==> src/rtl/interrupt_pkg.sv <==
// rtl/interrupt_pkg.sv - shared interrupt line widths and vector types
// Purpose: common sizing for interrupt_gateway and interrupt_controller.
// Ports: none (package).
package interrupt_pkg;

  localparam int INTERRUPT_LINES = 16;
  localparam int INTERRUPT_BITS  = $clog2(INTERRUPT_LINES);
  localparam int FILTER_BITS     = 4;

  typedef logic [INTERRUPT_LINES-1:0] irq_vec_t;
  typedef logic [FILTER_BITS-1:0]     filter_len_t;

endpackage

==> src/rtl/irq_line_filter.sv <==
// rtl/irq_line_filter.sv - one interrupt line: synchronizer, polarity, stable-count filter
// Purpose: turns one raw asynchronous wire into a filtered, polarity-adjusted level.
// Ports:
//   clk, rst_n   clock, async active-low reset
//   raw          raw asynchronous input
//   pol          current polarity bit (1 = active-low line)
//   pol_load     polarity bit is being flipped this cycle
//   filter_len   required stable cycles minus one
//   sync_out     synchronized, polarity-adjusted, unfiltered level
//   level_out    filtered level
module irq_line_filter
  import interrupt_pkg::*;
#(
  parameter int SYNC_STAGES = 2,
  parameter int FILTER_BITS = 4
) (
  input  logic                   clk,
  input  logic                   rst_n,
  input  logic                   raw,
  input  logic                   pol,
  input  logic                   pol_load,
  input  logic [FILTER_BITS-1:0] filter_len,
  output logic                   sync_out,
  output logic                   level_out
);

  logic [SYNC_STAGES-1:0] sync_q;
  logic [FILTER_BITS-1:0] cnt_q;
  logic                   level_q;
  logic                   s;
  logic                   p;

  always_ff @(posedge clk or negedge rst_n) begin
    if (!rst_n) begin
      sync_q <= '0;
    end else begin
      sync_q <= {sync_q[SYNC_STAGES-2:0], raw};
    end
  end

  assign s        = sync_q[SYNC_STAGES-1];
  assign p        = s ^ pol;
  assign sync_out = p;

  // pol_load only fires when the bit flips, so the new polarity is ~pol.
  // The >= compare keeps the counter from ever wrapping, and lets a
  // shortened filter_len release an in-flight count on the next edge.
  always_ff @(posedge clk or negedge rst_n) begin
    if (!rst_n) begin
      cnt_q   <= '0;
      level_q <= 1'b0;
    end else if (pol_load) begin
      level_q <= s ^ ~pol;
      cnt_q   <= '0;
    end else if (p == level_q) begin
      cnt_q   <= '0;
    end else if (cnt_q >= filter_len) begin
      level_q <= p;
      cnt_q   <= '0;
    end else begin
      cnt_q   <= cnt_q + 1'b1;
    end
  end

  assign level_out = level_q;

endmodule

==> src/rtl/interrupt_gateway.sv <==
// rtl/interrupt_gateway.sv - conditions raw device interrupts into clean levels
// Purpose: per-line synchronizer, software polarity inversion and glitch filter
//          feeding interrupt_controller.interrupt_id.
// Ports:
//   clk, rst_n                      clock, async active-low reset
//   irq_raw                         raw asynchronous device lines
//   polarity_we/wdata, polarity_val polarity register write / read
//   filter_we/wdata, filter_val     filter length register write / read
//   irq_sync                        synchronized, polarity-adjusted, unfiltered status
//   interrupt_id                    filtered levels to the controller
module interrupt_gateway
  import interrupt_pkg::*;
#(
  parameter int INTERRUPT_LINES = interrupt_pkg::INTERRUPT_LINES,
  parameter int SYNC_STAGES     = 2,
  parameter int FILTER_BITS     = interrupt_pkg::FILTER_BITS,
  parameter int FILTER_RESET    = 0
) (
  input  logic                       clk,
  input  logic                       rst_n,
  input  logic [INTERRUPT_LINES-1:0] irq_raw,
  input  logic                       polarity_we,
  input  logic [INTERRUPT_LINES-1:0] polarity_wdata,
  output logic [INTERRUPT_LINES-1:0] polarity_val,
  input  logic                       filter_we,
  input  logic [FILTER_BITS-1:0]     filter_wdata,
  output logic [FILTER_BITS-1:0]     filter_val,
  output logic [INTERRUPT_LINES-1:0] irq_sync,
  output logic [INTERRUPT_LINES-1:0] interrupt_id
);

  logic [INTERRUPT_LINES-1:0] polarity_q;
  logic [FILTER_BITS-1:0]     filter_q;
  logic [INTERRUPT_LINES-1:0] pol_load;

  always_ff @(posedge clk or negedge rst_n) begin
    if (!rst_n) begin
      polarity_q <= '0;
      filter_q   <= FILTER_BITS'(FILTER_RESET);
    end else begin
      if (polarity_we) polarity_q <= polarity_wdata;
      if (filter_we)   filter_q   <= filter_wdata;
    end
  end

  // Only lines whose polarity bit actually changes get their output reloaded.
  assign pol_load     = {INTERRUPT_LINES{polarity_we}} & (polarity_wdata ^ polarity_q);
  assign polarity_val = polarity_q;
  assign filter_val   = filter_q;

  for (genvar i = 0; i < INTERRUPT_LINES; i++) begin : g_line
    irq_line_filter #(
      .SYNC_STAGES (SYNC_STAGES),
      .FILTER_BITS (FILTER_BITS)
    ) u_line (
      .clk        (clk),
      .rst_n      (rst_n),
      .raw        (irq_raw[i]),
      .pol        (polarity_q[i]),
      .pol_load   (pol_load[i]),
      .filter_len (filter_q),
      .sync_out   (irq_sync[i]),
      .level_out  (interrupt_id[i])
    );
  end

endmodule
==> config.mk <==
export PLATFORM = sky130hd
export DESIGN_NAME = interrupt_gateway
export DESIGN_NICKNAME = d
export VERILOG_FILES = /design/src/rtl/interrupt_pkg.sv /design/src/rtl/irq_line_filter.sv /design/src/rtl/interrupt_gateway.sv
export SDC_FILE = /design/constraint.sdc
export NUM_CORES = 1
export LEC_CHECK = 0
export ABC_AREA = 1
export CAP_MARGIN = 20
export CORE_MARGIN = 2
export CORE_UTILIZATION = 50
export DETAILED_ROUTE_END_ITERATION = 8
export HOLD_SLACK_MARGIN = 0.06
export PLACE_DENSITY = 0.72
export SYNTH_ARGS = -nofsm -noshare
export SYNTH_HDL_FRONTEND = slang
export SYNTH_SLANG_ARGS = --single-unit
==> constraint.sdc <==
create_clock -name clk -period 3 [get_ports clk]
set_clock_uncertainty 0.1 [all_clocks]
set_input_delay 0.3 -clock clk [delete_from_list [all_inputs] [get_ports clk]]
set_output_delay 0.3 -clock clk [all_outputs]
set_load 0.05 [all_outputs]
==> summary.txt <==
Global route
  – GRT Residual Overflow: 0
  – Initial antenna violation count: 0
  – Total GRT Usage: 20.1%
  – First-pass GRT wire length: 28800 um
  – Vias in the first global route: 6411
  – Largest net degree at the start of global routing: 53

Timing
  – Final TNS setup: 0 ps
  – Worst-Margin Slew: 804 ps
  – Final Slew Violations: 0
  – Worst slew margin: 46.4%
  – RSZ-0062 raised after global routing: no
  – Minimum clock period: 2350 ps
  – Final worst-path cycle share: 78.5%
  – Hold Vio Cnt, Final: 0
  – Highest Clock Rate: 0.425 GHz
  – Setup violations, final: 0

Clocking
  – Clock slew at the register clock pins of the worst setup and hold paths: 60 ps
  – Clock tree root driver cell: clkbuf_16
  – Setup bufs post-CTS: 0
  – Clk sink count: 132
  – Cts hold-fix bufs: 1
  – CTS Buf Count: 17
  – CTS resizes: 0
  – Worst skew pair latency: 420 ps
  – Clock Tree Buf Depth: 2
  – CTS tree: done
  – H-tree depth: 4

Worst hold path
  – Hold Crit Class: in2reg

Placed design
  – Final GP Congestion: 0.817
  – Area after DPL: 0.00914 sq mm
  – Dpl hpwl: 11600 um
  – IO buf count: 91
  – Placed Cells: 1335

Drt
  – Final ANT Viol Nets: 0
  – Initial drt markers: 307
  – DRC violations left: 0
  – DR WL/cell: 11.9 um
  – Total Wirelength: 16300 um
  – Vias per inst: 4.91
  – Routed vias: 6715
  – Pre-Repair DR Iteration Count: 4

Floorplanning
  – Top-level I/O count: 92
  – Row count: 47
  – Die area: 0.0176 sq mm
  – Initial core utilization: 50.5%
  – Core area: 0.0164 sq mm
  – Die Wd: 133 um
  – Die Ht: 133 um

Pwr
  – Maximum vdd ir drop: 507 uV
  – Total power: 0.00783 W
  – Power per cell area: 800 mW/mm^2
  – Leakage power: 5.30 nW

Cells and area
  – Synth-to-Final Area Change: 18.1%
  – Share of cells above drive strength 1: 4.44%
  – Post-route cell area: 0.00979 sq mm
  – Non-filler cells, final: 1368
  – Ant. Diodes: 0
  – Nets: 1255

Critical path
  – CP max FO: 7
  – Critical path class: reg2out
  – Startpoint types: flip-flop
  – Worst setup EP type: output pin
  – Data arrival, critical path: 1950 ps
  – Worst Path Required: 2600 ps

Synthesis
  – Sequential share of the synthesized area: 39.8%
  – Post-synth cell types: 22
  – Yosys warnings: 0
  – Synthesized area per cell: 7.73 sq um
  – Cell Area, Synth: 0.00829 sq mm
  – Mapped Nets: 1192
  – Synth Register Bits: 132
  – Post-Syn Instances: 1072

Run
  – Max-Cap Viols: 0

Run status
  – Status: completed
-- critical path, stage by stage, from the launching register on --
cell	delay, ps
dfrtp_1	440
inv_1	100
nand2_1	70
nand2_1	120
clkdlybuf4s50_1	820
-- cells in the final DEF, fill, tap and decap left out, types with 2 or more instances in the layout --
cell,instances
a21oi_1,31
buf_4,4
bufinv_16,4
clkbuf_16,17
clkbuf_8,3
clkdlybuf4s50_1,90
clkinv_2,3
clkinv_4,2
clkinvlp_4,2
dfrtp_1,132
ha_1,80
inv_1,146
nand2_1,365
nand3_1,118
nand3_2,10
nand3b_1,15
nor2_1,19
nor3_1,45
o211ai_1,2
o21ai_0,15
o21ai_1,5
xnor2_1,16
xor2_1,16
-- through the flow --
stage	hold WS, ps	worst slack [ps]	utilization [%]
6_report	213	646	59.7
5_1_grt	204	542	59.7
4_1_cts	196	646	59.7
3_5_place_dp	191	869	55.7
3_3_place_gp	185	941	55.7
2_1_floorplan	-95.6	992	-
-- sequential cells by signal (all words and copies together) (netlist names) --
| signal | flops |
|---|---|
| g_line.u_line.level_out | 16 |
| g_line.u_line.sync_q | 32 |
| filter_val | 4 |
| g_line.u_line.cnt_q | 64 |
| polarity_val | 16 |
-- kinds of logic (layout without fill, tap and decap cells) --
logic type      count (synthesis)  in the layout  share of synthesized area (%)
simple gates                  574            574                           29.9
buf+inv                       200            276                           11.4
flops                         132            132                           39.8
fa+ha+maj                      80             80                           12.1
compound gates                 53             53                           3.26
xor+xnor                       32             32                           3.38
mux                             1              1                          0.136
-- synthesized netlist by cell type --
library cell | n | area (sq um)
nand3_2 | 10 | 100
inv_2 | 1 | 3.75
o211ai_1 | 2 | 15.0
xnor2_1 | 16 | 140
inv_1 | 146 | 548
nand2_1 | 365 | 1370
buf_2 | 4 | 20.0
nand3b_1 | 15 | 113
xor2_1 | 16 | 140
nand3_1 | 118 | 591
a21oi_1 | 31 | 155
o21ai_1 | 5 | 25.0
buf_4 | 48 | 360
nand4_1 | 1 | 6.26
or2_2 | 1 | 6.26
nor3_1 | 45 | 225
mux2_2 | 1 | 11.3
o21ai_0 | 15 | 75.1
nor2_1 | 19 | 71.3
ha_1 | 80 | 1000
buf_6 | 1 | 11.3
dfrtp_1 | 132 | 3300
-- worst paths after layout --
kind                                                       startpoint                                    end  slack [ps]  cells past startpoint
worst max-delay path                      polarity_val[8]$_DFFE_PN0P_                            irq_sync[8]         650                      4
worst min-delay path                                       irq_raw[2]   g_line[2].u_line.sync_q[0]$_DFF_PN0_         210                      1
worst max register to register              filter_val[1]$_DFFE_PN0P_    g_line[2].u_line.cnt_q[3]$_DFF_PN0_         910                      7
worst min register to register  g_line[15].u_line.sync_q[0]$_DFF_PN0_  g_line[15].u_line.sync_q[1]$_DFF_PN0_         250                      0
max in group asynchronous                                       rst_n           polarity_val[13]$_DFFE_PN0P_        1740                      3
min in group asynchronous                                       rst_n   g_line[4].u_line.sync_q[0]$_DFF_PN0_         300                      2
-- where the power goes --
part | total (W) | switching (W) | leakage (nW) | internal, W
sequential | 0.00251 | 0.000379 | 1.69 | 0.00213
clock | 0.00224 | 0.000782 | 0.312 | 0.00146
combinational | 0.00308 | 0.00194 | 3.30 | 0.00114
-- per-layer routing --
layer / share of wire (%) / vias to the layer above / track usage (%) / wire, um
li1: - / 3511 / - / -
met1: 47 / 3083 / 27.1 / 7730
met5: 0 / - / 0 / 0
met2: 47 / 106 / 32.8 / 7670
met3: 4.6 / 15 / 4.41 / 755
met4: 1.1 / 0 / 5.32 / 175
-- cell type report --
type | count | area, sq um
fillers | 1450 | 6620
multi-input cells | 740 | 4050
flip-flops and latches | 132 | 3300
repair buffers | 97 | 972
inverters | 147 | 552
clock buffers | 20 | 467
well taps | 220 | 275
clock inverters | 12 | 176
Note: power is estimated with default switching activity, not from simulation.
